### src/rtl/aes_pkg.sv
// Shared AES definitions: block width, round count, Rcon seed,
// sequencer state encoding and the GF(2^8) xtime helper.
package aes_pkg;

   localparam int         AES_NR        = 10;
   localparam int         AES_BLK_W     = 128;
   localparam logic [7:0] AES_RCON_INIT = 8'h01;

   typedef enum logic [1:0] {
      IDLE,
      ROUND,
      DONE
   } aes_state_e;

   // Multiply by x in GF(2^8) with the AES polynomial x^8+x^4+x^3+x+1.
   function automatic logic [7:0] xtime(input logic [7:0] b);
      return {b[6:0], 1'b0} ^ (b[7] ? 8'h1b : 8'h00);
   endfunction

endpackage

### src/rtl/aes_rcon_gen.sv
// Round-constant register: load restarts the sequence at RCON_INIT,
// step advances it by one xtime.
module aes_rcon_gen
   import aes_pkg::*;
#(
   parameter logic [7:0] RCON_INIT = AES_RCON_INIT
) (
   input  logic       clk,
   input  logic       rst_n,
   input  logic       load,
   input  logic       step,
   output logic [7:0] rcon
);

   logic [7:0] rcon_d;
   logic [7:0] rcon_q;

   always_comb begin
      rcon_d = rcon_q;
      if (load) begin
         rcon_d = RCON_INIT;
      end else if (step) begin
         rcon_d = xtime(rcon_q);
      end
   end

   always_ff @(posedge clk) begin
      if (!rst_n) begin
         rcon_q <= RCON_INIT;
      end else begin
         rcon_q <= rcon_d;
      end
   end

   assign rcon = rcon_q;

endmodule

### src/rtl/aes_iter_ctrl.sv
// Iterative AES-128 encrypt sequencer driving one shared external round
// datapath; byte 0 of every 128-bit bus sits in bits 127:120.
module aes_iter_ctrl
   import aes_pkg::*;
#(
   parameter int         NUM_ROUNDS = AES_NR,
   parameter logic [7:0] RCON_INIT  = AES_RCON_INIT
) (
   input  logic                 clk,
   input  logic                 rst_n,
   input  logic                 in_valid,
   output logic                 in_ready,
   input  logic [AES_BLK_W-1:0] in_data,
   input  logic [AES_BLK_W-1:0] in_key,
   input  logic                 abort,
   output logic                 out_valid,
   input  logic                 out_ready,
   output logic [AES_BLK_W-1:0] out_data,
   output logic                 busy,
   output logic [AES_BLK_W-1:0] dp_state,
   output logic [AES_BLK_W-1:0] dp_key,
   output logic [31:0]          dp_rcon,
   output logic                 dp_last,
   input  logic [AES_BLK_W-1:0] dp_state_nxt,
   input  logic [AES_BLK_W-1:0] dp_key_nxt
);

   localparam int CNT_W = $clog2(NUM_ROUNDS + 2);

   aes_state_e           st_d, st_q;
   logic [AES_BLK_W-1:0] state_d, state_q;
   logic [AES_BLK_W-1:0] rkey_d, rkey_q;
   logic [CNT_W-1:0]     rnd_cnt_d, rnd_cnt_q;
   logic                 out_valid_d, out_valid_q;
   logic                 busy_d, busy_q;
   logic                 idle_d, idle_q;
   logic                 accept;
   logic                 last_round;
   logic                 rcon_load;
   logic                 rcon_step;
   logic [7:0]           rcon;

   aes_rcon_gen #(
      .RCON_INIT (RCON_INIT)
   ) u_rcon_gen (
      .clk   (clk),
      .rst_n (rst_n),
      .load  (rcon_load),
      .step  (rcon_step),
      .rcon  (rcon)
   );

   // In DONE a new block may enter on the same edge the result leaves.
   assign in_ready   = idle_q | (out_valid_q & out_ready);
   assign accept     = in_valid & in_ready;
   assign last_round = (st_q == ROUND) && (rnd_cnt_q == CNT_W'(NUM_ROUNDS));

   always_comb begin
      st_d      = st_q;
      state_d   = state_q;
      rkey_d    = rkey_q;
      rnd_cnt_d = rnd_cnt_q;
      rcon_load = 1'b0;
      rcon_step = 1'b0;
      if (accept) begin
         state_d   = in_data ^ in_key;
         rkey_d    = in_key;
         rnd_cnt_d = CNT_W'(1);
         rcon_load = 1'b1;
         st_d      = ROUND;
      end else begin
         case (st_q)
            ROUND: begin
               if (abort) begin
                  rnd_cnt_d = '0;
                  rcon_load = 1'b1;
                  st_d      = IDLE;
               end else begin
                  state_d   = dp_state_nxt;
                  rkey_d    = dp_key_nxt;
                  rnd_cnt_d = rnd_cnt_q + 1'b1;
                  rcon_step = 1'b1;
                  if (last_round) begin
                     st_d = DONE;
                  end
               end
            end
            DONE: begin
               if (out_ready) begin
                  st_d = IDLE;
               end
            end
            default: st_d = IDLE;
         endcase
      end
      idle_d      = (st_d == IDLE);
      busy_d      = (st_d == ROUND);
      out_valid_d = (st_d == DONE);
   end

   always_ff @(posedge clk) begin
      if (!rst_n) begin
         st_q        <= IDLE;
         state_q     <= '0;
         rkey_q      <= '0;
         rnd_cnt_q   <= '0;
         out_valid_q <= 1'b0;
         busy_q      <= 1'b0;
         idle_q      <= 1'b1;
      end else begin
         st_q        <= st_d;
         state_q     <= state_d;
         rkey_q      <= rkey_d;
         rnd_cnt_q   <= rnd_cnt_d;
         out_valid_q <= out_valid_d;
         busy_q      <= busy_d;
         idle_q      <= idle_d;
      end
   end

   assign out_valid = out_valid_q;
   assign busy      = busy_q;
   assign out_data  = state_q;
   assign dp_state  = state_q;
   assign dp_key    = rkey_q;
   assign dp_rcon   = {rcon, 24'h0};
   assign dp_last   = last_round;

endmodule

### config.mk
export PLATFORM = sky130hd
export DESIGN_NAME = aes_iter_ctrl
export DESIGN_NICKNAME = d
export VERILOG_FILES = /design/src/rtl/aes_pkg.sv /design/src/rtl/aes_rcon_gen.sv /design/src/rtl/aes_iter_ctrl.sv
export SDC_FILE = /design/constraint.sdc
export NUM_CORES = 1
export LEC_CHECK = 0
export BUFFER_PORTS_ARGS = -buffer_cell sky130_fd_sc_hd__buf_4
export CAP_MARGIN = 20
export CORE_AREA = 4 4 360 362
export DETAILED_ROUTE_END_ITERATION = 8
export DIE_AREA = 0 0 364 366
export SETUP_SLACK_MARGIN = 0.5
export SYNTH_ARGS = -nofsm -noshare
export SYNTH_HDL_FRONTEND = slang
export SYNTH_SLANG_ARGS = --single-unit
### constraint.sdc
create_clock -name clk -period 1.8 [get_ports clk]
set_input_delay 0.18 -clock clk [delete_from_list [all_inputs] [get_ports clk]]
set_output_delay 0.18 -clock clk [all_outputs]
set_load 0.02 [all_outputs]
==> flow_summary.yaml, run 1 <==
clock_network:
  cts_sinks: 273
  clockBufferDepth: 3
  cts_tree: "built"
  htreeDepth: 2
  clockRootBuffer: "clkbuf_16"
  clk_pin_slew_worst_paths_ns: 0.07
  cts-buffers-inserted: 37
  insertion_delay_ns: 0.57
routing:
  dr.pass1.iters: 6
  via_count: 20331
  ant_nets: 0
  wl_um: 107000
  post_drt_wl_per_cell_um: 21.5
  drt_iter0_drc: 1663
  drc: 0
  viasPerCell: 4.06
synth:
  syn_inst: 1920
  seq_area_frac_synth_pct: 37.2
  syn-cell-area_mm2: 0.0147
  yosysWarnings: 0
  ys_ff_latch: 273
  syn_avg_cell_area_um2: 7.66
  synthDistinctLibCells: 35
pwr:
  pwr-share-clk_pct: 33.3
  p_leak_nw: 17.5
  switchingPower_mw: 7.83
  power_density_mw_per_mm2: 662
  combPwrFrac_pct: 35.5
  ir_drop_uv: 593
  switching_share_pct: 34.3
  seqPwrFrac_pct: 31.1
  p_int_mw: 15.0
global_routing:
  antenna_found_initial: 22
  grtUsageTotal_pct: 13.5
  grt_pass1_vias: 19664
  grt_pass1_wl_um: 134000
  grt_overflow: 0
  grt_max_degree: 63
setup_path:
  critPathMaxFanout: 7
  crit_start: "st_q[1]"
  worstPathArrival_ns: 2.24
  r2r-start: "st_q[1]"
  endpoint: "dp_state[84]"
  critical_path.startpoint_type: "flip-flop"
  critPathKind: "flip-flop to flip-flop"
  r2r_cells: 10
  reg2reg_to: "dp_state[84]"
  reg2reg_setup_slack_ns: 0.01
  crit_path_end_kind: "flip-flop"
  critPathRequiredTime_ns: 2.25
final_layout:
  drive_above_1_share_pct: 50.9
  area_growth_pct: 135
  nets: 3827
floorplanning:
  num_rows: 131
  ios: 937
  core_mm2: 0.127
  die_x_um: 364
  die_h_um: 366
  start_util_pct: 11.6
  die_area_mm2: 0.133
timing:
  worstMarginPinSlew_ns: 0.585
  rsz0062_at_grt: "true"
  finalSetupViolations: 0
  finalClockSkew_ns: 0.0174
  max_freq_ghz: 0.560
  final.min_clock_period_ns: 1.79
  setup_ws_ns: 0.0136
  drv_slew: 0
  timing.final.hold_violations: 0
  max_slew_margin_pct: 60.7
  finalSetupTns_ns: 0
  min_period_over_period_pct: 99.2
placed_design:
  place_congestion: 0.889
  dp.final_hpwl_um: 68500
  io_buffers: 912
  pre_cts_ws_ns: 0.116
worst_hold_path:
  hold_path.class: "input pin to flip-flop"
status:
  outcome: "finished, final reports clean"
run:
  cap_violations: 0
[kinds of logic (layout without fill, tap and decap cells)]
kind of cell,after synthesis,in the layout,share of synthesized area (%)
other,1,36,0.0255
xor gates and xnor gates,132,132,7.86
buffers and inverters,301,1689,13.2
AOI/OAI and AO/OA,153,153,9.77
adders and majority gates,4,4,0.340
and+or+nand+nor,1056,1057,31.6
DFF,273,273,37.2
[synthesized netlist by cell type]
cell	number	area, um2
conb_1	1	3.75
o31ai_1	1	7.51
nor3b_1	2	15.0
a21oi_1	9	45.0
and3_1	129	807
nand3_1	256	1280
nor2_1	9	33.8
nand3_2	1	10.0
o21ai_1	1	5.00
a22o_1	1	8.76
inv_1	4	15.0
buf_6	8	90.1
nand2b_1	3	18.8
a21boi_0	1	7.51
xor2_1	1	8.76
dfxtp_1	273	5470
o21a_1	1	7.51
nand2_2	1	6.26
o21ai_0	5	25.0
buf_4	182	1370
nand2_1	648	2430
and2_1	1	6.26
a211o_1	1	8.76
nor2b_1	2	12.5
a21o_1	1	7.51
nand3b_1	1	7.51
o211a_1	129	1290
clkbuf_1	45	169
buf_2	59	295
nand4_1	1	6.26
xnor2_1	131	1150
ha_1	4	50.1
nor3_1	2	10.0
a211oi_1	3	22.5
buf_1	3	11.3
[critical path, stage by stage (launching register included)]
cell and delay (ns):
dfxtp_4 0.35, inv_4 0.06, ha_4 0.15, buf_6 0.13
nand2b_4 0.13, buf_12 0.16, clkbuf_16 0.18, buf_12 0.16
nand2_4 0.05, nand3_2 0.08, and3_1 0.20
[stage by stage]
step	power [mW]	util [%]	std cells	hold slack (ns)	area, um2
floorplan	10.1	-	1943	0.336	15000
global placement	12.9	18.1	4313	0.436	23000
detailed placement	13.0	18.1	4313	0.440	23000
CTS	22.1	24.5	4939	0.00443	31000
global route	23.7	27.2	5001	0.0335	34500
finish	22.8	27.2	5006	0.0648	34500
[worst min path at each step]
stage | slack, ns | startpoint | cells past startpoint | endpoint
6_report | 0.06 | in_data[9] | 4 | dp_state[9]
5_1_grt | 0.03 | rst_n | 2 | idle_q
4_1_cts | 0.004 | in_data[31] | 4 | dp_state[31]
3_5_place_dp | 0.44 | in_key[126] | 2 | dp_key[126]
3_3_place_gp | 0.44 | in_key[46] | 2 | dp_key[46]
2_1_floorplan | 0.34 | in_key[0] | 1 | dp_key[0]
[state kept, by name, summed over array words and instances, names as in the netlist]
register,flops
busy,1
dp_key,128
dp_state,128
idle_q,1
out_valid,1
rnd_cnt_q,4
st_q,2
u_rcon_gen.rcon,8
[layer usage]
layer / vias up / global-route usage [%] / share of wire (%)
met4: 8 / 5.37 / 4.5
met1: 9841 / 16.1 / 38
met5: - / 0 / 0.036
li1: 9013 / - / -
met2: 1211 / 22.6 / 48
met3: 258 / 4.12 / 9.1
[area by class of cell]
type,instances,area [um2]
Inverter,4,20.0
Antenna cell,12,30.0
Sequential cell,273,5480
Clock buffer,53,1100
Timing Repair Buffer,1620,15300
Fill cell,12797,92200
Tap cell,1662,2080
Clock inverter,12,105
Multi-Input combinational cell,1370,10400
[power groups by stage]
stage,logic [mW],registers [mW],clock network (mW)
5_1_grt,8.52,7.15,8.07
2_1_floorplan,2.46,7.61,0
4_1_cts,7.14,7.04,7.92
6_report,8.10,7.11,7.61
3_5_place_dp,5.80,7.16,0
3_3_place_gp,5.78,7.15,0
[layout by cell type (no fill, tap or decap), drive strengths merged]
cell / n
a211o: 1
a211oi: 3
xnor2: 131
nor3b: 2
and3: 129
inv: 6
bufinv: 1
nand2b: 4
diode: 12
conb: 24
nor3: 2
nand4: 1
nand3: 257
nor2b: 2
dfxtp: 273
o21a: 1
a22o: 1
a21boi: 1
and2: 1
ha: 4
o211a: 129
o21ai: 6
buf: 1094
clkinv: 7
clkinvlp: 2
nand3b: 1
a21o: 1
o31ai: 1
clkbuf: 78
a21oi: 9
nor2: 9
dlygate4sd3: 501
xor2: 1
nand2: 649
[repair_timing]
item                                    4_1_cts  5_1_grt
gates cloned                                 19       29
endpoints found under the setup margin      604      627
endpoints found under the hold margin       256        1
hold buffers                                500        1
buffers inserted                             42       25
pin swaps                                    66      231
resized for setup                           212      620
Note: power is estimated with default switching activity, not from simulation.
==> inputs of run 2 (changes only) <==
Settings changed: CORE_AREA 4 4 360 362 to 4 4 362 364, DIE_AREA 0 0 364 366 to 0 0 366 368.
Clock period 1.8 ns to 2.2 ns, I/O delays scaled along.
==> run 2 against run 1 <==
  * Critical path depth decreased by 2
  * Clock skew decreased by 0.0024 ns
  * Maximum frequency increased by 2.0%
  * Core utilization decreased by 4.3 points
  * Combinational power decreased by 30%
  * Die area increased by 1.1%
  * First-iteration DRC count decreased by 10%
  * Non-clock buffer count decreased by 134
  * Setup slack improved by 0.43 ns
  * Flip-flop and latch count unchanged
  * Highest routed layer unchanged
==> flow_summary.yaml, run 2 (synthesized netlist as in run 1, its figures left out) <==
routing:
  post_drt_wl_per_cell_um: 19.8
  viasPerCell: 3.87
  drc: 0
  via_count: 18817
  ant_nets: 0
  wl_um: 96000
  drt_iter0_drc: 1492
  dr.pass1.iters: 7
placed_design:
  io_buffers: 912
  place_congestion: 0.959
  dp.final_hpwl_um: 72500
timing:
  rsz0062_at_grt: "true"
  min_period_over_period_pct: 79.6
  final.min_clock_period_ns: 1.75
  timing.final.hold_violations: 0
  finalSetupTns_ns: 0
  max_slew_margin_pct: 49.5
  drv_slew: 0
  max_freq_ghz: 0.571
  finalSetupViolations: 0
  finalClockSkew_ns: 0.0150
  worstMarginPinSlew_ns: 0.752
global_routing:
  grtUsageTotal_pct: 13.1
  grt_overflow: 0
  antenna_found_initial: 9
  grt_pass1_wl_um: 132000
  grt_max_degree: 69
  grt_pass1_vias: 19037
pwr:
  power_density_mw_per_mm2: 619
  p_leak_nw: 14.3
  finalPower_mw: 18.1
  ir_drop_uv: 459
clock_network:
  htreeDepth: 2
  cts_sinks: 273
  cts-buffers-inserted: 37
  clockBufferDepth: 3
  clockRootBuffer: "clkbuf_16"
  clk_pin_slew_worst_paths_ns: 0.06
  insertion_delay_ns: 0.57
  cts_tree: "built"
final_layout:
  seq_area_mm2: 0.00547
  final_common_cell: "buf_4"
  nFillCells: 13611
  multiInputGateArea_mm2: 0.00748
  nets: 3692
  layout_common_cells: "buf_4 (985), nand2_1 (647), dlygate4sd3_1 (463)"
  area_growth_pct: 98.5
  drive_above_1_share_pct: 34.4
setup_path:
  r2r-start: "st_q[1]"
  worstPathArrival_ns: 2.25
  reg2reg_setup_slack_ns: 0.45
  crit_path_end_kind: "flip-flop"
  cpLargestDelayFamily: "buffers and inverters"
  critPathMaxFanout: 29
  slowest_stage: "dfxtp_2"
  critPathKind: "flip-flop to flip-flop"
  r2r_cells: 8
  slowest_delay_ns: 0.34
  crit_buf_inv: 3
  critical_path.startpoint_type: "flip-flop"
  reg2reg_to: "dp_key[78]"
  path_cells: "inv_2 > ha_4 > nor2b_4 > buf_12 > buf_16 > nand2_1 > nand3_1 > o211a_1"
  critPathRequiredTime_ns: 2.70
floorplanning:
  start_util_pct: 11.5
  core_mm2: 0.127
  die_h_um: 368
  die_area_mm2: 0.135
  ios: 937
  die_x_um: 366
  num_rows: 131
status:
  outcome: "finished, final reports clean"
worst_hold_path:
  hold_start: "in_key[83]"
  holdPathEnd: "dp_key[83]"
  hold_depth: 2
  hold_path.class: "input pin to flip-flop"
run:
  cap_violations: 0
## run 2: what timing repair did
action / CTS / global route
resized for setup: 16 / 22
cloned: 0 / 6
buffers inserted: 4 / 10
hold buffers: 463 / 0
pin swaps: 1 / 3
setup endpoints to repair: 259 / 180
hold endpoints to repair: 253 / 0
## run 2: final cells by class
cell class | instances | area share [%]
Tap cell | 1662 | 7.12
Inverter | 4 | 0.0514
Multi-Input combinational cell | 1369 | 25.6
Clock buffer | 52 | 3.68
Sequential cell | 273 | 18.8
Clock inverter | 13 | 0.767
Timing Repair Buffer | 1486 | 44.0
Antenna cell | 3 | 0.0257
## run 2: stage by stage
step / util [%] / std cells / hold WS, ns / setup slack, ns / instance area, um2
5_1_grt: 22.9 / 4859 / 0.0194 / 0.392 / 29200
3_5_place_dp: 17.9 / 4311 / 0.470 / 0.211 / 22800
2_1_floorplan: - / 1943 / 0.376 / 0.572 / 14800
3_3_place_gp: 17.9 / 4311 / 0.461 / 0.261 / 22800
4_1_cts: 22.6 / 4843 / 0.00214 / 0.406 / 28800
6_report: 22.9 / 4862 / 0.0528 / 0.448 / 29200
## run 2: worst max path at each step
stage	startpoint	depth (start not counted)	slack, ns	endpoint
floorplan	st_q[1]	9	0.57	dp_state[0]
global route	rnd_cnt_q[0]	5	0.39	dp_last
CTS	rnd_cnt_q[0]	5	0.41	dp_last
detailed placement	st_q[1]	8	0.21	dp_key[50]
finish	st_q[1]	8	0.45	dp_key[78]
global placement	st_q[1]	8	0.26	dp_state[63]
## run 2: power breakdown
group	internal [mW]	switching, mW
Combinational	2.76	2.86
Sequential	5.37	0.403
Clock	4.10	2.56
Total	12.2	5.82
## run 2: layer usage
metal	up-vias	global-route usage [%]	share of wire, %
li1	8692	-	-
met5	-	0	0.0094
met1	8913	16.3	41
met4	2	5.58	4.5
met3	174	2.80	7.7
met2	1036	21.8	47
